File: src/rtl/sseg_scan_ctrl.sv
// IOBUS-mapped controller for the Basys3 4-digit seven-segment display.
// Holds a 16-bit hex value and a control byte; multiplexes one digit per refresh slot.
module sseg_scan_ctrl #(
  parameter logic [31:0] DATA_ADDR   = 32'h1100C00C,
  parameter logic [31:0] CTRL_ADDR   = 32'h1100C010,
  parameter int unsigned REFRESH_DIV = 50000
) (
  input  logic        clk,
  input  logic        RESET_N,
  input  logic [31:0] IOBUS_ADDR,
  input  logic [31:0] IOBUS_OUT,
  input  logic        IOBUS_WR,
  output logic [31:0] rd_data,
  output logic [7:0]  segs,
  output logic [3:0]  an
);

  localparam int unsigned CNT_W = $clog2(REFRESH_DIV);
  localparam logic [CNT_W-1:0] CNT_MAX = CNT_W'(REFRESH_DIV - 1);

  logic [15:0]      r_data;
  logic [7:0]       r_ctrl;
  logic [CNT_W-1:0] r_cnt;
  logic [1:0]       r_idx;

  logic             w_en;
  logic             w_wr_data;
  logic             w_wr_ctrl;
  logic [3:0]       w_nib;
  logic [6:0]       w_hex;
  logic [3:0]       w_dpm;
  logic             w_upper_zero;
  logic             w_blank;
  logic [3:0]       w_an_next;
  logic [7:0]       w_segs_next;

  assign w_en      = r_ctrl[0];
  assign w_wr_data = IOBUS_WR && (IOBUS_ADDR == DATA_ADDR);
  assign w_wr_ctrl = IOBUS_WR && (IOBUS_ADDR == CTRL_ADDR);
  assign w_dpm     = r_ctrl[7:4];

  // Nibble and leading-zero test for the digit about to be shown
  always_comb begin
    w_nib        = r_data[3:0];
    w_upper_zero = 1'b0;
    case (r_idx)
      2'd0: begin
        w_nib        = r_data[3:0];
        w_upper_zero = 1'b0;
      end
      2'd1: begin
        w_nib        = r_data[7:4];
        w_upper_zero = (r_data[15:4] == 12'h000);
      end
      2'd2: begin
        w_nib        = r_data[11:8];
        w_upper_zero = (r_data[15:8] == 8'h00);
      end
      default: begin
        w_nib        = r_data[15:12];
        w_upper_zero = (r_data[15:12] == 4'h0);
      end
    endcase
  end

  // Active-low segment decode, bit 0 = A .. bit 6 = G
  always_comb begin
    w_hex = 7'h7F;
    case (w_nib)
      4'h0: w_hex = 7'h40;
      4'h1: w_hex = 7'h79;
      4'h2: w_hex = 7'h24;
      4'h3: w_hex = 7'h30;
      4'h4: w_hex = 7'h19;
      4'h5: w_hex = 7'h12;
      4'h6: w_hex = 7'h02;
      4'h7: w_hex = 7'h78;
      4'h8: w_hex = 7'h00;
      4'h9: w_hex = 7'h10;
      4'hA: w_hex = 7'h08;
      4'hB: w_hex = 7'h03;
      4'hC: w_hex = 7'h46;
      4'hD: w_hex = 7'h21;
      4'hE: w_hex = 7'h06;
      default: w_hex = 7'h0E;
    endcase
  end

  assign w_blank = r_ctrl[1] && w_upper_zero;

  always_comb begin
    w_an_next   = ~(4'b0001 << r_idx);
    w_segs_next = {~w_dpm[r_idx], w_hex};
    if (w_blank) begin
      w_an_next   = 4'hF;
      w_segs_next = 8'hFF;
    end
  end

  always_comb begin
    rd_data = 32'h0;
    if (IOBUS_ADDR == DATA_ADDR) begin
      rd_data = {16'h0, r_data};
    end else if (IOBUS_ADDR == CTRL_ADDR) begin
      rd_data = {24'h0, r_ctrl};
    end
  end

  // Register writes run independently of the scan; scan sees pre-write values
  always_ff @(posedge clk or negedge RESET_N) begin
    if (!RESET_N) begin
      r_data <= 16'h0000;
      r_ctrl <= 8'h01;
    end else begin
      if (w_wr_data) begin
        r_data <= IOBUS_OUT[15:0];
      end
      if (w_wr_ctrl) begin
        r_ctrl <= {IOBUS_OUT[7:4], 2'b00, IOBUS_OUT[1:0]};
      end
    end
  end

  always_ff @(posedge clk or negedge RESET_N) begin
    if (!RESET_N) begin
      r_cnt <= '0;
      r_idx <= 2'd0;
      an    <= 4'hF;
      segs  <= 8'hFF;
    end else if (!w_en) begin
      r_cnt <= '0;
      r_idx <= 2'd0;
      an    <= 4'hF;
      segs  <= 8'hFF;
    end else if (r_cnt == CNT_MAX) begin
      r_cnt <= '0;
      r_idx <= r_idx + 2'd1;
      an    <= w_an_next;
      segs  <= w_segs_next;
    end else begin
      r_cnt <= r_cnt + CNT_W'(1);
    end
  end

endmodule

File: config.mk
export PLATFORM = sky130hd
export DESIGN_NAME = sseg_scan_ctrl
export DESIGN_NICKNAME = d
export VERILOG_FILES = /design/src/rtl/sseg_scan_ctrl.sv
export SDC_FILE = /design/constraint.sdc
export NUM_CORES = 1
export LEC_CHECK = 0
export ABC_CLOCK_PERIOD_IN_PS = 7400
export BUFFER_PORTS_ARGS = -buffer_cell sky130_fd_sc_hd__buf_2
export CORE_MARGIN = 8
export CORE_UTILIZATION = 40
export CTS_BUF_LIST = sky130_fd_sc_hd__clkbuf_8
export CTS_CLUSTER_SIZE = 16
export DETAILED_ROUTE_END_ITERATION = 6
export GPL_ROUTABILITY_DRIVEN = 0
export HOLD_SLACK_MARGIN = 0.05
export PLACE_DENSITY = 0.63
export SLEW_MARGIN = 20
export SYNTH_ARGS = -nofsm -noshare
export SYNTH_HDL_FRONTEND = slang
export SYNTH_SLANG_ARGS = --single-unit
File: constraint.sdc
create_clock -name clk -period 7.4 [get_ports clk]
set_clock_uncertainty 0.2 [all_clocks]
set_input_delay 1.11 -clock clk [delete_from_list [all_inputs] [get_ports clk]]
set_output_delay 1.11 -clock clk [all_outputs]
set_load 0.02 [all_outputs]
# After elaboration in Yosys (flattened, before gate mapping)
# Memories as Yosys holds them, arrays and structs flattened.
# Index checks and enable logic that the tools add are counted.
# word_totals
output_inout_bits	44
reg_bits	52
romBits	112
memories	1
word_cells	42
input_bits	67
# classes
muxes	16
eq_ne	6
n_reduce_logical	7
magnitude_cmp	1
add_sub_neg	2
n_shift	1
bitwise	2
# memory_table
memory	depth	width	read_ports	rd_clocked_by_memory_dff	wr	line	text
(name not given)	16	7	1	0	0	69	case (w_nib)
# ops
op	n
$eq A32 B29 Y1 const B	2
$mux W16	3
$mux W8	4
$add A16 B1 Y16 const B	1
$eq A16 B16 Y1 const B	1
$logic_not A12 Y1	1
$mux W4	3
$pmux W4 S3	1
$logic_not A8 Y1	1
$logic_not A4 Y1	1
$mux W2	2
$not A4 Y4	1
$shl A1 B2 Y4 const A	1
$logic_and A1 B1 Y1	3
$lt A2 B3 Y1 const B	1
$pmux W1 S3	1
$add A2 B1 Y2 const B	1
$bmux W1 S2	1
$eq A2 B1 Y1 const B	1
$eq A2 B2 Y1 const B	1
$logic_not A2 Y1	1
$ne A2 B1 Y1 const B	1
$mux W1	1
$not A1 Y1	1

# Logic depth before layout (Yosys ltp)
# Gate-level depths: netlist of run 1.
# logic_depth
ltp_word	6
depth_mapped	11
depth_no_buf	11

# Worst setup path after synthesis of run 1
# Ideal clock, no wire load.
# synth_timing
path_type	input port to output port
from	in IOBUS_ADDR[20]
to	out rd_data[10]
slack_ps	3558
t_arrival_ps	2532
path_buffers	2
stages	6
required_ps	6090
cell_sequence	nor4b_1 nand4_1 nor4_1 buf_2 clkbuf_1 and2_1
# synth_via
elab_chain_cells	2
# synth_lines
element	line	text
start: declaration	10	input logic [31:0] IOBUS_ADDR,
$eq A32 B29 Y1	102	if (IOBUS_ADDR == DATA_ADDR) begin
$mux W16	102	
end: declaration	13	output logic [31:0] rd_data,
# No other way between the ends.

# Final worst setup path of run 1
# layout_timing
from	in IOBUS_ADDR[20]
to	out rd_data[0]
# layout_via
elab_chain_cells	3
elab_cells_between_ends	4
classes_between	2 x eq/ne; 2 x mux
# layout_lines
element	line	text
$eq A32 B29 Y1	104	end else if (IOBUS_ADDR == CTRL_ADDR) begin
$mux W8	104	
$mux W16 (*)	102	
# Every way passes the cells marked *; elsewhere a longest branch is shown, timed or not.

==> reports/metrics.cfg, run 1 <==
[detailed_routing]
vias = 2259
viasPerCell = 4.91
routedWlPerCell_um = 15.2
drt-total-wl_um = 6970
drc = 0
drtIter0Drc = 93
firstDrtPassIters = 4
antenna_left = 0

[critical_path]
cp_common_cell = buf_2
slowest_delay_ns = 0.29
critical_path.endpoint_type = output pin
path_class = in -> out
r2r_start = r_idx[1]
regToRegEndpoint = segs[3]
ff2ff_setup_slack_ns = 4.48
worstSetupStartpointType = primary input
worstPathCellList = buf_2 > nor4b_1 > nand4_1 > nor4_2 > buf_4 > a22o_1 > buf_2
crit_arrival_ns = 2.60
crit_path_top_delay_cell = nor4b_1
r2r_cells = 11
critPathRequiredTime_ns = 6.09
worstPathMaxFanout = 20

[power]
peakVddDrop_mv = 0.0880
power.density_nw_per_um2 = 149
leakage_nw = 1.81
power_mw = 0.525

[synth]
synth_async_sr_flop_share_pct = 100
synth-main-ff-cell = dfrtp_1
seq_area_frac_synth_pct = 44.5
synth-seq-cells = 52
synth_top_area_cell = dfrtp_1
synth_most_common_cell = dfrtp_1
synth_edf_count = 0
synth_cells = 282
synth_common_cells = dfrtp_1 (39), nor2_1 (36), mux2_1 (19)
netlist_top_cells_area = dfrtp_1 (33%), dfstp_2 (12%), mux2_1 (7.2%)
netlist_area_um2 = 2960
synth_cell_types = 48
syn_area_per_cell_um2 = 10.5
yosysWarnings = 0
synth_top_area_share_pct = 32.9

[cells_and_area]
utilization_pct = 48.7
fin_nets = 439
postLayoutCellArea_um2 = 3510
layout.cells.non_filler = 460
layout-drive-gt1-share_pct = 32.4
area_growth_pct = 18.6
diodes = 0

[clock_tree]
postCtsSetupBuffers = 0
cts_tree = done
clk_path_buf_depth = 2
cts_root_buf = clkbuf_8
ctsHoldBuffers = 0
cts_buffers = 5
cts.repair.resized = 0
clk_pin_slew_ns = 0.09
cts_sinks = 52
insertion_delay_ns = 0.30
ctsHtreeMaxLevel = 2

[sta]
final_hold_viol_count = 0
setup_viol = 0
finalCriticalPeriod_ns = 3.91
relSlewSlack_pct = 55.8
finalWorstSetupSlack_ns = 3.49
rsz0062_at_grt = no
worst_pin_slew_ns = 0.663
fin_setup_tns_ns = 0
drv_slew = 0
fin_crit_sh_pct = 52.9
whs_ns = 0.295
max_freq_mhz = 256

[placed_design]
post-place-ws_ns = 3.48
hpwlAfterDp_um = 5350
port_buffers = 78
dpl_cell_area_um2 = 3390
dp_cells = 452

[die]
die_w_um = 102
dieArea_um2 = 10400
die_h_um = 102
initial_core_util_pct = 41.1
num_io_pins = 111
std_cell_rows = 31
core_area_um2 = 7210

[hold_path]
hold_class = reg -> reg
min_to = r_cnt[0]
worstHoldStart = r_cnt[0]
hold_depth = 1

[run_status]
status = completed

[global_route]
gr-usage-all-layers_pct = 14.2
antenna_found_initial = 0
grt-ovfl-total = 0
grt_pass1_wl_um = 11800
grt_max_degree = 53
grt_pass1_vias = 2466

[run]
drv_cap = 0

## per-layer routing
layer / part of all wire (%) / GRT usage (%) / up-vias
met5: 0 / 0 / -
li1: - / - / 1117
met1: 45 / 16.8 / 1089
met4: 0.56 / 2.71 / 0
met2: 49 / 25.0 / 51
met3: 5.6 / 4.02 / 2
## cell usage in the layout (no fill, tap or decap), types with 6 or more instances in the layout
cell      instances
nor2_1           36
a21oi_1          11
dfstp_2          13
and2_1           12
mux2_1           19
xnor2_1           8
dfrtp_1          39
inv_1             9
clkbuf_8          7
conb_1           16
xor2_1            7
nand2_1           7
nand3_1          10
buf_2            78
a22o_1            6
ha_1             12
and3_1            6
nand4_1           6
## worst max-delay path by stage
stage                        start           to  slack [ns]  cells after the start
floorplan           IOBUS_ADDR[20]  rd_data[10]        3.56                      6
global placement    IOBUS_ADDR[20]   rd_data[0]        3.48                      7
detailed placement  IOBUS_ADDR[20]   rd_data[0]        3.48                      7
CTS                 IOBUS_ADDR[20]   rd_data[0]        3.47                      7
global route        IOBUS_ADDR[17]   rd_data[0]        3.28                      7
finish              IOBUS_ADDR[20]   rd_data[0]        3.49                      7
## kinds of logic after synthesis
| logic type | count (synthesis) | synth area share (%) |
|---|---|---|
| and+or+nand+nor | 96 | 17.1 |
| AOI/OAI and AO/OA | 42 | 10.4 |
| buffers and inverters | 35 | 7.26 |
| other | 1 | 0.127 |
| DFF | 52 | 44.5 |
| xor gates and xnor gates | 15 | 4.43 |
| adders and majority gates | 12 | 5.07 |
| muxes | 29 | 11.2 |
## report_power, final
part | switching [mW] | leakage, nW | internal, mW
registers | 0.00000285 | 0.649 | 0.284
clock network | 0.0926 | 0.0645 | 0.119
logic | 0.0180 | 1.10 | 0.0106
## flip-flops by register name, indices dropped and copies added (netlist names)
signal	flops
segs	8
r_ctrl	6
r_idx	2
r_data	16
r_cnt	16
an	4
## final cells by class
cell class / count / area (µm²)
multi-input cells: 210 / 1490
inverters: 9 / 33.8
well taps: 99 / 124
clock inverters: 1 / 30.0
clock buffers: 7 / 96.3
flip-flops and latches: 52 / 1320
repair buffers: 82 / 420
fillers: 706 / 3700
## critical path: cells and delay by family
| kind | cells | cell delay [ns] |
|---|---|---|
| compound gates | 1 | 0.19 |
| buf+inv | 3 | 0.53 |
| simple gates | 3 | 0.77 |
No activity file was read; power rests on OpenSTA's default activity.
==> run 2: changes to the inputs <==
--- a/config.mk
+++ b/config.mk
@@ -5,7 +5,8 @@
 export SDC_FILE = /design/constraint.sdc
 export NUM_CORES = 1
 export LEC_CHECK = 0
-export ABC_CLOCK_PERIOD_IN_PS = 7400
+export ABC_AREA = 1
+export ABC_CLOCK_PERIOD_IN_PS = 3700
 export BUFFER_PORTS_ARGS = -buffer_cell sky130_fd_sc_hd__buf_2
 export CORE_MARGIN = 8
 export CORE_UTILIZATION = 40
@@ -14,7 +15,7 @@
 export DETAILED_ROUTE_END_ITERATION = 6
 export GPL_ROUTABILITY_DRIVEN = 0
 export HOLD_SLACK_MARGIN = 0.05
-export PLACE_DENSITY = 0.63
+export PLACE_DENSITY = 0.62
 export SLEW_MARGIN = 20
 export SYNTH_ARGS = -nofsm -noshare
 export SYNTH_HDL_FRONTEND = slang
==> constraint.sdc (replaced) <==
create_clock -name clk -period 3.7 [get_ports clk]
set_clock_uncertainty 0.2 [all_clocks]
set_input_delay 0.555 -clock clk [delete_from_list [all_inputs] [get_ports clk]]
set_output_delay 0.555 -clock clk [all_outputs]
set_load 0.02 [all_outputs]
==> reports/metrics.cfg, run 2 <==
[run_status]
status = completed

[sta]
setup_viol = 0  ; unchanged
whs_ns = 0.269  ; -0.0254 ns
finalWorstSetupSlack_ns = 0.831  ; -2.66 ns
fin_setup_tns_ns = 0  ; unchanged
worst_pin_slew_ns = 0.779  ; +0.116 ns
relSlewSlack_pct = 48.1  ; -7.7 points
finalCriticalPeriod_ns = 2.87
fin_crit_sh_pct = 77.5
drv_slew = 0  ; unchanged
final_hold_viol_count = 0  ; unchanged
max_freq_mhz = 349
rsz0062_at_grt = no

[global_route]
grt_pass1_wl_um = 13300  ; +12%
grt_max_degree = 35  ; -34%
gr-usage-all-layers_pct = 14.1  ; -0.10 points
grt-ovfl-total = 0  ; unchanged
grt_pass1_vias = 2918  ; +18%
antenna_found_initial = 0  ; unchanged

[critical_path]
critPathRequiredTime_ns = 3.75  ; -2.34 ns
slowest_delay_ns = 0.53  ; +0.24 ns
worstSetupStartpointType = register
crit_path_top_delay_cell = o21ai_0
path_class = reg -> reg
worstPathMaxFanout = 7  ; -65%
timing.critical_path.buf_inv = 3  ; unchanged
worstPathCellList = inv_1 > ha_1 > nand2_1 > nand2_1 > o21ai_0 > inv_1 > ha_1 > nand3b_1 > nand2_1 > inv_1 > a21oi_1 > nor2_1 > nor2_1
crit_arrival_ns = 2.92  ; +0.32 ns
critical_path.endpoint_type = register
cpLargestDelayFamily = compound AO/OA/AOI/OAI gates

[power]
power.internal_mw = 0.929  ; +120%
leakage_nw = 1.88  ; +3.7%
switching_share_pct = 20.3  ; -0.75 points
peakVddDrop_mv = 0.127  ; +44%
p_sw_mw = 0.237  ; +110%
pwr-share-comb_pct = 5.4  ; about the same
p_seq_share_pct = 48.8  ; -5.4 points
power_frac_clock_pct = 45.9  ; +5.5 points
power.density_nw_per_um2 = 302  ; +100%

[cells_and_area]
layout.cells.most_common = nand2_1
diodes = 0  ; unchanged
layout-drive-gt1-share_pct = 23.9  ; -8.5 points
area_growth_pct = 17.9
layout.cells.non_filler = 633  ; +38%
most-common-layout-cells = nand2_1 (127), buf_2 (78), nor2_1 (69)
fin_nets = 606  ; +38%
largestRegisters = r_cnt (16), r_data (16), segs (8)

[die]
core_area_um2 = 8090  ; +12%
dieArea_um2 = 11400  ; +9.0%
num_io_pins = 111  ; unchanged
die_h_um = 107  ; +4.4%
initial_core_util_pct = 40.5  ; -0.53 points
std_cell_rows = 33  ; +6.5%
die_w_um = 107  ; +4.4%

[placed_design]
post-place-ws_ns = 0.889  ; -2.59 ns
port_buffers = 78  ; unchanged
dp_cells = 624  ; +38%
hpwlAfterDp_um = 6180  ; +16%

[clock_tree]
clk_pin_slew_ns = 0.10  ; about the same
clk_path_buf_depth = 2  ; unchanged
cts_sinks = 52  ; unchanged
postCtsSetupBuffers = 0  ; unchanged
cts_root_buf = clkbuf_8
cts_tree = done
cts_buffers = 5  ; unchanged
ctsHtreeMaxLevel = 2  ; unchanged
insertion_delay_ns = 0.31  ; about the same

[synth]
netlist_area_um2 = 3280  ; +11%
synth_top_area_cell = dfrtp_1
synth_cell_types = 35  ; -27%
synth_top_area_share_pct = 29.7  ; -3.2 points
synth_most_common_cell = nand2_1
synth-main-ff-cell = dfrtp_1
synth_async_sr_flop_share_pct = 100  ; unchanged
synth_cells = 449  ; +59%
netlist_top_cells_area = dfrtp_1 (30%), nand2_1 (15%), dfstp_2 (10%)
synth_common_cells = nand2_1 (127), nor2_1 (69), inv_1 (45)
yosysWarnings = 0  ; unchanged
seq_area_frac_synth_pct = 40.2  ; -4.3 points
synth_edf_count = 0  ; unchanged
synth-seq-cells = 52  ; unchanged
syn_area_per_cell_um2 = 7.31  ; -30%

[detailed_routing]
viasPerCell = 4.66  ; -5.1%
routedWlPerCell_um = 12.6  ; -17%
routed.top_layer = met4
firstDrtPassIters = 4  ; unchanged
vias = 2951  ; +31%
wl_met2_um = 3560  ; +3.7%
wl_met3_um = 412  ; +6.5%
antenna_left = 0  ; unchanged
drtIter0Drc = 127  ; +37%
drc = 0  ; unchanged
wirelength_met1_um = 3920  ; +26%
drt-total-wl_um = 7950  ; +14%

[run]
drv_cap = 0  ; unchanged

[hold_path]
hold_class = in -> reg

==> run 2: changes by cell type after synthesis, sizes merged, moves of 5 or more <==
cell and change:
nor2 +42, xnor2 -7, inv +38, and2 -13
a22o -7, nand3 +30, nand2 +125, mux2 -23
and3 -6, o21ai +11, xor2 -6, mux2i -5
==> run 2: timing repair <==
action                    in CTS  in global routing
hold endpoints to repair      17                  0
gates resized for setup        0                  0
hold buffers                   1                  0
==> run 2: worst min-delay path: stages <==
cell,delay (ns)
buf_2,0.07
nand3_1,0.06
nand2_1,0.06
==> run 2: cell families after synthesis <==
kind of cell,share of synthesized area [%]
other,0.114
adders and majority gates,4.58
and+or+nand+nor,36.6
buffers and inverters,10.9
AOI/OAI and AO/OA,7.09
xor gates and xnor gates,0.534
DFF,40.2
==> run 2: through the flow <==
stage               total power [mW]  util, %  cell area [µm²]
CTS                             1.17     47.8             3870
floorplan                      0.614        -             3340
detailed placement             0.642     45.7             3700
global placement               0.640     45.7             3700
global route                    1.20     47.8             3870
finish                          1.17     47.8             3870
==> run 2: power by group through the flow <==
stage | Clock (mW) | Combinational [mW] | Sequential, mW
4_1_cts | 0.542 | 0.0635 | 0.569
6_report | 0.535 | 0.0626 | 0.569
5_1_grt | 0.564 | 0.0709 | 0.569
3_5_place_dp | 0 | 0.0625 | 0.579
2_1_floorplan | 0 | 0.0345 | 0.579
3_3_place_gp | 0 | 0.0612 | 0.579
==> run 2: area by class of cell <==
type / count / area (µm²)
fillers: 861 / 4230
multi-input cells: 339 / 1660
flip-flops and latches: 52 / 1320
repair buffers: 82 / 423
inverters: 47 / 176
well taps: 105 / 131
clock inverters: 3 / 90.1
clock buffers: 5 / 68.8
==> run 2: path summary, 6_finish.rpt <==
path / depth (start not counted) / from / end / slack [ns]
min in group asynchronous: 2 / RESET_N / r_cnt[9] / 0.50
min reg2reg: 2 / r_ctrl[6] / r_ctrl[6] / 0.28
min: 3 / IOBUS_OUT[14] / r_data[14] / 0.27
max: 13 / r_idx[0] / segs[1] / 0.83
max reg2reg: 13 / r_idx[0] / segs[1] / 0.83
max in group asynchronous: 3 / RESET_N / segs[6] / 1.99
==> run 2: per-layer routing <==
metal / vias up / global-route usage (%)
li1: 1533 / -
met1: 1342 / 18.5
met2: 71 / 22.8
met3: 5 / 3.39
met4: 0 / 3.22
met5: - / 0
==> run 3: changes to the inputs <==
--- a/config.mk
+++ b/config.mk
@@ -6,7 +6,7 @@
 export NUM_CORES = 1
 export LEC_CHECK = 0
 export ABC_AREA = 1
-export ABC_CLOCK_PERIOD_IN_PS = 3700
+export ABC_CLOCK_PERIOD_IN_PS = 2410
 export BUFFER_PORTS_ARGS = -buffer_cell sky130_fd_sc_hd__buf_2
 export CORE_MARGIN = 8
 export CORE_UTILIZATION = 40
@@ -15,7 +15,7 @@
 export DETAILED_ROUTE_END_ITERATION = 6
 export GPL_ROUTABILITY_DRIVEN = 0
 export HOLD_SLACK_MARGIN = 0.05
-export PLACE_DENSITY = 0.62
+export PLACE_DENSITY = 0.64
 export SLEW_MARGIN = 20
 export SYNTH_ARGS = -nofsm -noshare
 export SYNTH_HDL_FRONTEND = slang
==> constraint.sdc (replaced) <==
create_clock -name clk -period 2.41 [get_ports clk]
set_clock_uncertainty 0.2 [all_clocks]
set_input_delay 0.3615 -clock clk [delete_from_list [all_inputs] [get_ports clk]]
set_output_delay 0.3615 -clock clk [all_outputs]
set_load 0.02 [all_outputs]
==> reports/metrics.cfg, run 3 (synthesized netlist as in run 2, its figures left out) <==
[run_status]
status = completed

[detailed_routing]
antenna_left = 0  ; unchanged
drtIter0Drc = 119  ; -6.3%
vias = 2978  ; +0.91%
drc = 0  ; unchanged
drt-total-wl_um = 8140  ; +2.3%
viasPerCell = 4.67  ; +0.12%
firstDrtPassIters = 4  ; unchanged
routedWlPerCell_um = 12.8  ; +1.5%

[placed_design]
post-place-ws_ns = 0.157  ; -0.733 ns
hpwlAfterDp_um = 6280  ; +1.7%
port_buffers = 78  ; unchanged
dpl_cell_area_um2 = 3730  ; +0.81%
dp_cells = 628  ; +0.64%

[clock_tree]
cts_tree = done
clk_path_buf_depth = 2  ; unchanged
clk_pin_slew_ns = 0.10  ; about the same
cts_buffers = 5  ; unchanged
cts_sinks = 52  ; unchanged
cts_root_buf = clkbuf_8
insertion_delay_ns = 0.31  ; about the same
ctsHtreeMaxLevel = 2  ; unchanged

[global_route]
grt-ovfl-total = 0  ; unchanged
gr-usage-all-layers_pct = 14.7  ; +0.66 points
grt_pass1_vias = 3091  ; +5.9%
grt_pass1_wl_um = 13900  ; +4.5%
antenna_found_initial = 0  ; unchanged
grt_max_degree = 53  ; +51%

[power]
peakVddDrop_mv = 0.245  ; +94%
power.density_nw_per_um2 = 434  ; +44%
leakage_nw = 1.89  ; +0.48%
power_mw = 1.69  ; +45%

[die]
die_w_um = 107  ; unchanged
die_h_um = 107  ; unchanged
dieArea_um2 = 11400  ; unchanged
std_cell_rows = 33  ; unchanged
initial_core_util_pct = 40.5  ; unchanged
num_io_pins = 111  ; unchanged
core_area_um2 = 8090  ; unchanged

[critical_path]
path_class = in -> out
worstSetupStartpointType = primary input
worstPathCellList = buf_2 > nor2_1 > nand2_1 > nor2_1 > nand3_1 > nor2_2 > inv_1 > o21ai_0 > buf_2
r2r_cells = 12  ; -1
slowest_delay_ns = 0.24  ; -0.29 ns
critPathRequiredTime_ns = 1.85  ; -1.90 ns
crit_path_top_delay_cell = o21ai_0
crit_arrival_ns = 1.64  ; -1.28 ns
critical_path.endpoint_type = output pin
worstPathMaxFanout = 11  ; +4

[sta]
worst_pin_slew_ns = 0.645  ; -0.133 ns
finalCriticalPeriod_ns = 2.20
setup_viol = 0  ; unchanged
whs_ns = 0.0723  ; -0.197 ns
final_hold_viol_count = 0  ; unchanged
rsz0062_at_grt = no
drv_slew = 0  ; unchanged
fin_crit_sh_pct = 91.3
relSlewSlack_pct = 57.0  ; +8.9 points
max_freq_mhz = 454
finalWorstSetupSlack_ns = 0.210  ; -0.621 ns
fin_setup_tns_ns = 0  ; unchanged

[hold_path]
hold_depth = 3  ; unchanged
hold_class = in -> reg

[cells_and_area]
fin_nets = 611  ; +0.83%
diodes = 0  ; unchanged
area_growth_pct = 18.8
layout.cells.non_filler = 638  ; +0.79%
postLayoutCellArea_um2 = 3900  ; +0.81%
most-common-layout-cells = nand2_1 (127), buf_2 (78), nor2_1 (68)
layout-drive-gt1-share_pct = 25.7  ; +1.8 points
largestRegisters = r_cnt (16), r_data (16), segs (8)
utilization_pct = 48.2  ; +0.39 points
layout.cells.most_common = nand2_1

[run]
drv_cap = 0  ; unchanged

[run 3: timing repair]
item                                    4_1_cts  5_1_grt
endpoints found under the setup margin        0        6
resized for setup                             0        6
setup buffers                                 0        1
endpoints found under the hold margin        39        0
hold buffers                                  1        0
[run 3: final timing paths]
check / start / end / slack [ns]
max in group asynchronous: RESET_N / r_idx[1] / 1.06
min: IOBUS_OUT[2] / r_data[2] / 0.07
min reg2reg: r_ctrl[6] / r_ctrl[6] / 0.28
max: IOBUS_ADDR[11] / rd_data[7] / 0.21
min in group asynchronous: RESET_N / r_cnt[9] / 0.49
max reg2reg: r_idx[1] / segs[1] / 0.21
[run 3: final cells by class]
class                      count  area (µm²)
fill                         847        4190
inverter                      47         176
sequential                    52        1320
multi-input combinational    339        1670
tap                          105         131
clock buffer                   5        68.8
clock inverter                 3        68.8
timing repair buffer          87         460
[run 3: layer usage]
metal	vias to the layer above	share of wire [%]	track usage [%]	wire, µm
met5	-	0	0	0
met4	0	1.3	3.82	102
met3	10	3.6	3.21	293
met2	54	48	25.5	3910
met1	1368	47	18.0	3830
li1	1546	-	-	-
[run 3: power breakdown]
| part | leakage, nW | switching, mW | internal, mW |
|---|---|---|---|
| registers | 0.680 | 0.00000000421 | 0.873 |
| logic | 1.14 | 0.0624 | 0.0344 |
| clock network | 0.0687 | 0.305 | 0.418 |
| total | 1.89 | 0.367 | 1.33 |
[run 3: worst max-delay path: cells and delay by family]
| family | cells | cell delay (ns) |
|---|---|---|
| and+or+nand+nor | 5 | 0.57 |
| buffers and inverters | 3 | 0.47 |
| AOI/OAI and AO/OA | 1 | 0.24 |
